$ cat src/rtl/eth_pkg.sv
// Shared Ethernet/IPv4/UDP constants and receive-parser state encoding.
// Header byte indices are positions within their own header, counted from 0.
package eth_pkg;

  localparam logic [7:0]  ETH_PREAMBLE   = 8'h55;
  localparam logic [7:0]  ETH_SFD        = 8'hD5;
  localparam logic [15:0] ETHERTYPE_IPV4 = 16'h0800;
  localparam logic [7:0]  IP_VER_IHL     = 8'h45;
  localparam logic [7:0]  IP_PROTO_UDP   = 8'd17;

  localparam logic [31:0] CRC32_POLY     = 32'h04C11DB7;
  localparam logic [31:0] CRC32_INIT     = 32'hFFFFFFFF;
  localparam logic [31:0] CRC32_RESIDUE  = 32'hC704DD7B;

  localparam int ETH_HDR_LEN  = 14;
  localparam int IP_HDR_LEN   = 20;
  localparam int UDP_HDR_LEN  = 8;
  localparam int PREAMBLE_MAX = 7;

  localparam logic [5:0] ETH_MAC_END   = 6'd5;
  localparam logic [5:0] ETH_TYPE_END  = 6'(ETH_HDR_LEN - 1);
  localparam logic [5:0] IP_VER_IDX    = 6'd0;
  localparam logic [5:0] IP_PROTO_IDX  = 6'd9;
  localparam logic [5:0] IP_SRC_END    = 6'd15;
  localparam logic [5:0] IP_DST_END    = 6'(IP_HDR_LEN - 1);
  localparam logic [5:0] UDP_SPORT_END = 6'd1;
  localparam logic [5:0] UDP_DPORT_END = 6'd3;
  localparam logic [5:0] UDP_LEN_END   = 6'd5;
  localparam logic [5:0] UDP_HDR_END   = 6'(UDP_HDR_LEN - 1);

  typedef enum logic [3:0] {
    WAIT_IDLE,
    IDLE,
    PREAMBLE,
    ETH_HDR,
    IP_HDR,
    UDP_HDR,
    PAYLOAD,
    TAIL,
    DROP
  } rx_state_e;

endpackage

$ cat src/rtl/crc32_d8.sv
// Combinational Ethernet CRC32 step for one byte, bits consumed LSB first.
// The register is kept MSB-aligned, so the good-frame residue reads C704DD7B.
module crc32_d8
  import eth_pkg::*;
(
  input  logic [31:0] crc_in,
  input  logic [7:0]  data,
  output logic [31:0] crc_out
);

  logic [31:0] c;

  // NOTE: blocking assignments here on purpose: each loop iteration must see the
  // value produced by the previous one within the same evaluation.
  always_comb begin
    c = crc_in;
    for (int i = 0; i < 8; i++) begin
      if (c[31] ^ data[i]) c = {c[30:0], 1'b0} ^ CRC32_POLY;
      else                 c = {c[30:0], 1'b0};
    end
    crc_out = c;
  end

endmodule

$ cat src/rtl/udp_rx_parser.sv
// GMII receive parser: Ethernet II / IPv4 / UDP filter with FCS check,
// streams the UDP payload byte-wise with sop/eop markers and a per-frame verdict.
module udp_rx_parser
  import eth_pkg::*;
#(
  parameter logic [47:0] LOCAL_MAC  = 48'h000A3501FEC0,
  parameter logic [31:0] LOCAL_IP   = 32'hC0A80002,
  parameter logic [15:0] LOCAL_PORT = 16'd8080,
  parameter bit          CHECK_FCS  = 1'b1
) (
  input  logic        gmii_rx_clk,
  input  logic        reset,
  input  logic        gmii_rx_dv,
  input  logic [7:0]  gmii_rxd,
  output logic [7:0]  udp_data,
  output logic        udp_data_valid,
  output logic        udp_sop,
  output logic        udp_eop,
  output logic [15:0] udp_len,
  output logic [31:0] udp_src_ip,
  output logic [15:0] udp_src_port,
  output logic        pkt_good,
  output logic        pkt_bad
);

  rx_state_e   state, state_nxt;
  logic [5:0]  hdr_cnt;
  logic [2:0]  pre_cnt;
  logic [39:0] field_sr;
  logic [47:0] field_cur;
  logic [15:0] pay_cnt;
  logic        pay_first;
  logic [31:0] src_ip_q;
  logic [15:0] src_port_q;
  logic [31:0] crc_q, crc_nxt;
  logic        mac_ok, crc_ok;

  crc32_d8 u_crc (
    .crc_in  (crc_q),
    .data    (gmii_rxd),
    .crc_out (crc_nxt)
  );

  // Header fields are compared as they complete, using the bytes seen so far plus the current one.
  assign field_cur = {field_sr, gmii_rxd};
  assign mac_ok    = (field_cur == LOCAL_MAC) || (&field_cur);
  assign crc_ok    = !CHECK_FCS || (crc_q == CRC32_RESIDUE);

  // NOTE: non-blocking assignments for every flop so all registers update from
  // the same pre-edge values regardless of statement order.
  always_ff @(posedge gmii_rx_clk) begin
    if (reset) state <= WAIT_IDLE;
    else       state <= state_nxt;
  end

  // NOTE: state_nxt gets a default before the case so no path leaves it unassigned
  // (which would otherwise infer a latch).
  always_comb begin
    state_nxt = state;
    case (state)
      WAIT_IDLE: if (!gmii_rx_dv) state_nxt = IDLE;
      IDLE:      if (gmii_rx_dv) state_nxt = (gmii_rxd == ETH_PREAMBLE) ? PREAMBLE : DROP;
      PREAMBLE:
        if (!gmii_rx_dv)                 state_nxt = IDLE;
        else if (gmii_rxd == ETH_SFD)    state_nxt = ETH_HDR;
        else if (gmii_rxd != ETH_PREAMBLE || pre_cnt == 3'(PREAMBLE_MAX))
                                         state_nxt = DROP;
      ETH_HDR:
        if (!gmii_rx_dv)                                 state_nxt = IDLE;
        else if (hdr_cnt == ETH_MAC_END && !mac_ok)      state_nxt = DROP;
        else if (hdr_cnt == ETH_TYPE_END)
          state_nxt = (field_cur[15:0] == ETHERTYPE_IPV4) ? IP_HDR : DROP;
      IP_HDR:
        if (!gmii_rx_dv) state_nxt = IDLE;
        else if ((hdr_cnt == IP_VER_IDX   && gmii_rxd != IP_VER_IHL) ||
                 (hdr_cnt == IP_PROTO_IDX && gmii_rxd != IP_PROTO_UDP))
          state_nxt = DROP;
        else if (hdr_cnt == IP_DST_END)
          state_nxt = (field_cur[31:0] == LOCAL_IP) ? UDP_HDR : DROP;
      UDP_HDR:
        if (!gmii_rx_dv) state_nxt = IDLE;
        else if ((hdr_cnt == UDP_DPORT_END && field_cur[15:0] != LOCAL_PORT) ||
                 (hdr_cnt == UDP_LEN_END   && field_cur[15:0] < 16'(UDP_HDR_LEN)))
          state_nxt = DROP;
        else if (hdr_cnt == UDP_HDR_END)
          state_nxt = (pay_cnt == 16'd0) ? TAIL : PAYLOAD;
      PAYLOAD:
        if (!gmii_rx_dv)            state_nxt = IDLE;
        else if (pay_cnt == 16'd1)  state_nxt = TAIL;
      TAIL, DROP: if (!gmii_rx_dv) state_nxt = IDLE;
      default:    state_nxt = WAIT_IDLE;
    endcase
  end

  always_ff @(posedge gmii_rx_clk) begin
    if (reset) begin
      hdr_cnt        <= '0;
      pre_cnt        <= '0;
      field_sr       <= '0;
      pay_cnt        <= '0;
      pay_first      <= 1'b0;
      src_ip_q       <= '0;
      src_port_q     <= '0;
      crc_q          <= CRC32_INIT;
      udp_data       <= '0;
      udp_data_valid <= 1'b0;
      udp_sop        <= 1'b0;
      udp_eop        <= 1'b0;
      udp_len        <= '0;
      udp_src_ip     <= '0;
      udp_src_port   <= '0;
      pkt_good       <= 1'b0;
      pkt_bad        <= 1'b0;
    end else begin
      udp_data_valid <= 1'b0;
      udp_sop        <= 1'b0;
      udp_eop        <= 1'b0;
      pkt_good       <= 1'b0;
      pkt_bad        <= 1'b0;

      if (gmii_rx_dv) field_sr <= field_cur[39:0];

      if (state_nxt != state) hdr_cnt <= '0;
      else if (gmii_rx_dv)    hdr_cnt <= hdr_cnt + 6'd1;

      // pre_cnt counts preamble bytes already seen, including the one that left IDLE.
      if (state == IDLE)                      pre_cnt <= 3'd1;
      else if (state == PREAMBLE && gmii_rx_dv) pre_cnt <= pre_cnt + 3'd1;

      if (state == PREAMBLE)  crc_q <= CRC32_INIT;
      else if (gmii_rx_dv)    crc_q <= crc_nxt;

      if (state == IP_HDR && gmii_rx_dv && hdr_cnt == IP_SRC_END)
        src_ip_q <= field_cur[31:0];

      if (state == UDP_HDR && gmii_rx_dv) begin
        pay_first <= 1'b1;
        if (hdr_cnt == UDP_SPORT_END) src_port_q <= field_cur[15:0];
        if (hdr_cnt == UDP_LEN_END)   pay_cnt <= field_cur[15:0] - 16'(UDP_HDR_LEN);
        // Frame accepted: publish its metadata before the first payload byte.
        if (hdr_cnt == UDP_HDR_END) begin
          udp_len      <= pay_cnt;
          udp_src_ip   <= src_ip_q;
          udp_src_port <= src_port_q;
        end
      end

      if (state == PAYLOAD) begin
        if (gmii_rx_dv) begin
          udp_data       <= gmii_rxd;
          udp_data_valid <= 1'b1;
          udp_sop        <= pay_first;
          udp_eop        <= (pay_cnt == 16'd1);
          pay_first      <= 1'b0;
          pay_cnt        <= pay_cnt - 16'd1;
        end else begin
          pkt_bad <= 1'b1;
        end
      end

      if (state == TAIL && !gmii_rx_dv) begin
        pkt_good <= crc_ok;
        pkt_bad  <= !crc_ok;
      end
    end
  end

endmodule
$ cat config.mk
export PLATFORM = sky130hd
export DESIGN_NAME = udp_rx_parser
export DESIGN_NICKNAME = d
export VERILOG_FILES = /design/src/rtl/eth_pkg.sv /design/src/rtl/crc32_d8.sv /design/src/rtl/udp_rx_parser.sv
export SDC_FILE = /design/constraint.sdc
export NUM_CORES = 1
export LEC_CHECK = 0
export CORE_ASPECT_RATIO = 0.75
export CORE_MARGIN = 3
export CORE_UTILIZATION = 52
export DETAILED_ROUTE_END_ITERATION = 7
export GPL_TIMING_DRIVEN = 0
export PLACE_DENSITY_LB_ADDON = 0.3
export REMOVE_ABC_BUFFERS = 1
export SYNTH_ARGS = -nofsm -noshare
export SYNTH_HDL_FRONTEND = slang
export SYNTH_SLANG_ARGS = --single-unit
$ cat constraint.sdc
create_clock -name gmii_rx_clk -period 2.6 [get_ports gmii_rx_clk]
set_clock_uncertainty 0.2 [all_clocks]
set_input_delay 0.26 -clock gmii_rx_clk [delete_from_list [all_inputs] [get_ports gmii_rx_clk]]
set_output_delay 0.26 -clock gmii_rx_clk [all_outputs]
set_load 0.02 [all_outputs]
==> results.tsv <==
metric	value	unit
status	finished with violations	
failing checks	setup timing	
multi-input logic area	5450	sq um
final worst slack	-0.142	ns
IO Port Bufs	87	
clk buf depth	3	
synthesized instance count	1242	
pin count of the biggest net entering global routing	134	
global route overflow	0	
critical path capture point type	flop	
Die X	167	microns
Crit Path Category	reg -> reg	
Total GRT Usage	24.5	%
DIE AREA	21100	sq um
setup slack on the worst flop-to-flop path	-0.14	ns
FP Rows	43	
leak pwr	0.00439	uW
Setup violations, final	6	
Synth Cell Area	10100	sq um
fill count	1560	
Hold WC Path Type	in -> reg	
EDFF count, synth	0	
Synth cell types	63	
CTS Sinks	227	
Initial DRT Pass Iterations	5	
vias	8860	
WP data arrival	2.90	ns
synth-to-layout area growth	20.8	%
yosys warns	0	
number of CTS-inserted buffers	22	
Clk pin slew, worst setup/hold paths	0.06	ns
pre-CTS setup slack	-1.28	ns
final core occ	65.0	%
antenna cells	0	
fin nets	1312	
Worst Hold Slack	0.0557	ns
Power Density	789	nW/um^2
Max-Cap Viols	0	
Synth Flop Type	dfxtp_1	
Min-Delay Startpoint	gmii_rxd[3]	
Seq/Total Area, Yosys	45.1	%
async set-reset flop share out of synthesis	0	%
Slew HR	38.4	%
HPWL Detailed	16400	microns
WL final	26600	microns
routed len/inst	17.1	microns
DR vias/cell	5.71	
Synth Area per Inst	8.11	sq um
clk_lat worst skew	0.51	ns
VDD IR max	0.539	mV
Tmin final	2.74	ns
worst-margin pin slew	0.924	ns
RR Startpoint	field_sr[0]	
Slew Limit Fails	0	
vias in the first global route	8273	
Final Hold Vio Count	0	
Core Footprint	18700	sq um
RSZ-0062 raised after global routing	yes	
Root Driver	clkbuf_16	
share of layout cells above drive strength 1	10.3	%
Overall Power	9600	uW
initial antenna violation count	0	
r2r endpoint	hdr_cnt[0]	
WHS Path Cells	3	
WP data required	2.76	ns
effective utilization at floorplan	53.8	%
# DRC	0	
startpoint class of the critical path	flop	
CP Max Fanout	6	
CTS tree	built	
Yosys reg bits	227	
Routability Congestion	0.930	
fmax	365	MHz
Iter 0 DRT Violations	940	
H-Tree Depth	1	
Vert. Die Dim	127	microns
end of the worst hold path	src_ip_q[3]	
Top Ports	88	
total negative slack	-0.709	ns
first-pass GRT wire length	43200	microns
r2r worst-path depth	8	
Routed Antenna Nets	0	
final period utilization	105	%
Register Area	4580	sq um
==> critical path, stage by stage, from the launching register on <==
cell       delay (ns)
dfxtp_4          0.34
or4_4            0.54
or3_4            0.37
nor4_4           0.35
o211ai_1         0.13
and3_4           0.19
a2111oi_4        0.21
buf_6            0.19
nor3_1           0.06
==> area by class of cell <==
| cell class | count | area share (%) |
|---|---|---|
| Timing Repair Buffer | 112 | 9.30 |
| Sequential cell | 227 | 37.6 |
| Multi-Input combinational cell | 919 | 44.8 |
| Inverter | 10 | 0.308 |
| Clock buffer | 31 | 5.22 |
| Tap cell | 247 | 2.54 |
| Clock inverter | 5 | 0.236 |
==> synth_stat cells (10+ instances only) <==
cell / n / share of area [%]
inv_1: 10 / 0.37
xor2_1: 33 / 2.9
o21ai_0: 40 / 2.0
nor4_1: 20 / 1.2
nor2_1: 114 / 4.2
mux2i_1: 60 / 6.0
dfxtp_1: 227 / 45
nand2_1: 300 / 11
clkbuf_1: 65 / 2.4
nand4_1: 20 / 1.2
nand3_1: 16 / 0.79
xnor2_1: 53 / 4.6
a21oi_1: 127 / 6.3
nor3_1: 32 / 1.6
buf_1: 10 / 0.37
==> how the worst max path moves through the flow <==
| stage | from | endpoint | slack (ns) | cells past startpoint |
|---|---|---|---|---|
| 6_report | field_sr[0] | hdr_cnt[0] | -0.14 | 8 |
| 3_5_place_dp | gmii_rxd[2] | hdr_cnt[0] | -1.28 | 8 |
| 2_1_floorplan | state[0] | hdr_cnt[0] | -0.85 | 7 |
| 3_3_place_gp | reset | crc_q[11] | -7.06 | 3 |
| 5_1_grt | hdr_cnt[1] | hdr_cnt[0] | -0.24 | 9 |
| 4_1_cts | field_sr[0] | hdr_cnt[0] | -0.09 | 8 |
==> sequential cells by signal, indices dropped and copies added (netlist names), named ones only <==
name	flops
udp_src_ip	32
udp_data_valid	1
udp_len	16
src_port_q	16
udp_data	8
udp_eop	1
hdr_cnt	6
pay_first	1
pay_cnt	15
crc_q	32
field_sr	40
udp_sop	1
state	4
udp_src_port	16
pre_cnt	3
pkt_good	1
pkt_bad	1
src_ip_q	32
==> power by group <==
part           internal, uW  total (uW)  switching [uW]  leakage [uW]
sequential             3690        3930             242       0.00185
clock                  1690        2980            1290      0.000331
combinational          1260        2690            1430       0.00221
==> timing repair <==
| action | CTS | global route |
|---|---|---|
| endpoints found under the hold margin | 53 | 0 |
| resized for setup | 73 | 28 |
| buffers inserted | 16 | 2 |
| setup endpoints to repair | 158 | 35 |
| pin swaps | 11 | 5 |
| gates cloned | 1 | 1 |
| hold buffers | 1 | 0 |
==> metrics by stage <==
| step | std cells | cell area, sq um |
|---|---|---|
| final | 1551 | 12200 |
| after global routing | 1551 | 12200 |
| after detailed placement | 1494 | 11000 |
| after floorplan | 1154 | 9710 |
| after CTS | 1548 | 12100 |
| after global placement | 1488 | 10900 |
==> logic make-up after synthesis <==
family	Yosys count	share of synthesized area (%)
and+or+nand+nor	556	24.6
muxes	60	5.96
DFF	227	45.1
adders and majority gates	9	1.12
AOI/OAI and AO/OA	205	11.5
xor gates and xnor gates	87	7.71
buffers and inverters	98	3.99
==> placed cells by master (no fill, tap or decap), types with 25 or more instances in the layout <==
master           count
xor2_1              31
mux2i_1             60
nor2_1             112
nand2_1            298
nor3_1              25
o21ai_0             38
xnor2_1             46
a21oi_1            124
dfxtp_1            210
clkdlybuf4s50_1     77
==> routing by layer <==
metal  vias to the layer above  wire length [microns]  global-route usage, %
met1                      4190                  12800                   36.9
li1                       4311                      -                      -
met3                        35                   1920                   3.83
met4                         0                    440                   4.61
met5                         -                      0                      0
met2                       324                  11400                   37.5
No activity file was read; power rests on OpenSTA's default activity.
==> RTL change (same settings) <==
Set the parameter `CHECK_FCS` to 1'b0 (it was 1'b1).
--- a/src/rtl/udp_rx_parser.sv
+++ b/src/rtl/udp_rx_parser.sv
@@ -8,3 +8,3 @@
   parameter logic [15:0] LOCAL_PORT = 16'd8080,
-  parameter bit          CHECK_FCS  = 1'b1
+  parameter bit          CHECK_FCS  = 1'b0
 ) (
Function: same outputs for any inputs over 4 cycles, from zero or initial values and one cycle with reset high; that may be too few to reach the edited logic, so the function may still have changed.
==> RTL change against the original RTL <==
  * The flow still finishes with violations (negative setup slack)
  * Setup slack got worse by 0.11 ns
  * Wire length fell by 21%
  * Maximum frequency fell by 4.0%
  * Area after synthesis fell by 19%
  * Non-clock buffer count fell by 16
  * Sequential cell count fell by 32
  * Cell area fell by 18%
  * Critical path type unchanged
  * Synthesized cell count fell by 19%
  * Largest cell class unchanged
Power is not compared: it rests on default switching activity, and its combinational part moved more than twofold at a synthesized area within 25%.
==> RTL change: results (changes against the original RTL) <==
| Metric | Value |
|---|---|
| Status | `finished, violations left (unchanged)` |
| Violated checks | `negative setup slack (unchanged)` |
| Placed Cells | `1,213 (was 1,494)` |
| CTS Buffer Depth | `2 (was 3)` |
| Synth Area in Compound Gates | `11.8% (was 11.5%)` |
| Post-synthesis async set-or-reset flop share | `0% (unchanged)` |
| GRT Total Usage | `24.6% (was 24.5%)` |
| Crit Path Max Fanout | `6 (unchanged)` |
| DP HPWL | `12,900 microns (was 16,400 microns)` |
| DRT Pass-1 Iters | `7 (was 5)` |
| Post-synth cell types | `54 (was 63)` |
| Place WS | `-1.06 ns (was -1.28 ns)` |
| Synth Area in XOR/XNOR | `1.72% (was 7.71%)` |
| # fillers | `1,244 (was 1,560)` |
| Wirelength per Cell | `16.9 microns (was 17.1 microns)` |
| Worst-skew pair later-pin latency | `0.44 ns (was 0.51 ns)` |
| Type of the most critical hold path | `in2reg (unchanged)` |
| Sequential-to-total area share from yosys stat | `47.9% (was 45.1%)` |
| Largest net degree at the start of global routing | `132 (was 134)` |
| Adder-cell area share of the yosys netlist | `1.38% (was 1.12%)` |
| Max-slew violations | `0 (unchanged)` |
| First-pass GRT wire length | `34,300 microns (was 43,200 microns)` |
| Routability cong. | `0.866 (was 0.930)` |
| Clock Tree Root | `clkbuf_16 (unchanged)` |
| CP arrival | `2.99 ns (was 2.90 ns)` |
| Hold Crit Depth | `2 (was 3)` |
| WHS | `0.0135 ns (was 0.0557 ns)` |
| Max H-tree Level | `4 (was 1)` |
| Non-Filler Instances | `1,252 (was 1,551)` |
| TritonCTS Buffers | `17 (was 22)` |
| Main combinational cell family by area after synthesis | `simple AND/OR/NAND/NOR gates (unchanged)` |
| Vias in the first global route | `6,569 (was 8,273)` |
| Layout cells sized above 1 | `8.65% (was 10.3%)` |
| Routed vias/inst | `5.77 (was 5.71)` |
| Worst Setup Slack, final | `-0.255 ns (was -0.142 ns)` |
| Synth Flop Type | `dfxtp_1 (unchanged)` |
| Nets@finish | `1,059 (was 1,312)` |
| TNS Setup | `-1.27 ns (was -0.709 ns)` |
| Worst slew pin tran | `0.846 ns (was 0.924 ns)` |
| Post-synth top cells | `nand2_1, dfxtp_1, a21oi_1, nor2_1, clkbuf_1 (unchanged)` |
| Antenna fix cells | `0 (unchanged)` |
| Post-DP Area | `9050 sq um (was 11,000 sq um)` |
| Worst-path clk slew | `0.08 ns (was 0.06 ns)` |
| # setup viols final | `6 (unchanged)` |
| Ranking of synthesized cells by area | `dfxtp_1, nand2_1, mux2i_1 (was dfxtp_1, nand2_1, a21oi_1)` |
| Antenna violations before repair | `0 (unchanged)` |
| Largest regs | `field_sr (40), src_ip_q (32), udp_src_ip (32)` |
| YS warnings | `0 (unchanged)` |
| Initial DRC count | `825 (was 940)` |
| R2R cell count | `7 (was 8)` |
| Reg2Reg Setup Slack | `-0.26 ns (was -0.14 ns)` |
| Cells after synthesis | `1,000 (was 1,242)` |
| # port buffers | `87 (unchanged)` |
| Worst vdd ir | `0.494 mV` |
| Mux cell area share after synthesis | `7.61% (was 5.96%)` |
## RTL change: cell types whose count changed in the layout (fill, tap and decap cells not counted), moves of 6 or more
cell / delta
clkbuf_16: -6
o21ai_0: -24
dfxtp_1: -24
nor3_1: -7
nor2_1: -22
nand2_1: -61
xnor2_1: -42
buf_4: -11
xnor2_2: -6
xor2_1: -19
or4_1: +6
## RTL change: layout make-up
| type | instances | area [sq um] | share of cell area [%] |
|---|---|---|---|
| Multi-Input combinational cell | 719 | 4150 | 41.7 |
| Sequential cell | 195 | 3920 | 39.4 |
| Timing Repair Buffer | 96 | 973 | 9.78 |
| Clock buffer | 17 | 425 | 4.27 |
| Tap cell | 200 | 250 | 2.51 |
| Clock inverter | 15 | 193 | 1.94 |
| Inverter | 10 | 37.5 | 0.377 |
## RTL change: final timing paths
| kind | end | start |
|---|---|---|
| setup / recovery | hdr_cnt[4]$_SDFFE_PP0P_ | field_sr[0]$_SDFFE_PP0P_ |
| hold / removal | field_sr[35]$_SDFFE_PP0P_ | reset |
| setup reg to reg | hdr_cnt[4]$_SDFFE_PP0P_ | field_sr[0]$_SDFFE_PP0P_ |
| hold reg to reg | udp_src_ip[13]$_SDFFE_PP0P_ | src_ip_q[13]$_SDFFE_PP0P_ |
## RTL change: what timing repair did
item,CTS,global route
gates resized for setup,43,16
endpoints found under the hold margin,0,0
buffers inserted,5,1
pin swaps,13,4
cloned,1,0
endpoints found under the setup margin,110,20
## RTL change: critical path: stages (launching register included)
cell and delay (ns):
dfxtp_4 0.35, or4_4 0.52, or3_4 0.39, o32ai_4 0.34
nor2_2 0.09, or3_4 0.34, a211o_4 0.34, nor4_2 0.18
## RTL change: routing by layer
layer  track usage [%]  vias to the layer above  wire [microns]
met5                 0                        -               0
met4              4.95                        0             185
met3              4.75                       20            1680
met2              37.6                      303            9470
met1              36.6                     3393            9800
li1                  -                     3504               -
## RTL change: report_power, final
group | leakage (nW) | internal, mW | switching, mW
sequential | 1.58 | 3.00 | 0.0395
clock | 0.297 | 1.33 | 1.38
combinational | 1.57 | 0.0867 | 0.165
total | 3.44 | 4.42 | 1.58
## RTL change: cell families after synthesis
group / after synthesis
AO/OA/AOI/OAI: 171
XOR/XNOR: 16
adder cells (fa/ha/maj): 9
buffers and inverters: 87
flip-flops: 195
multiplexers: 62
AND/OR/NAND/NOR: 460
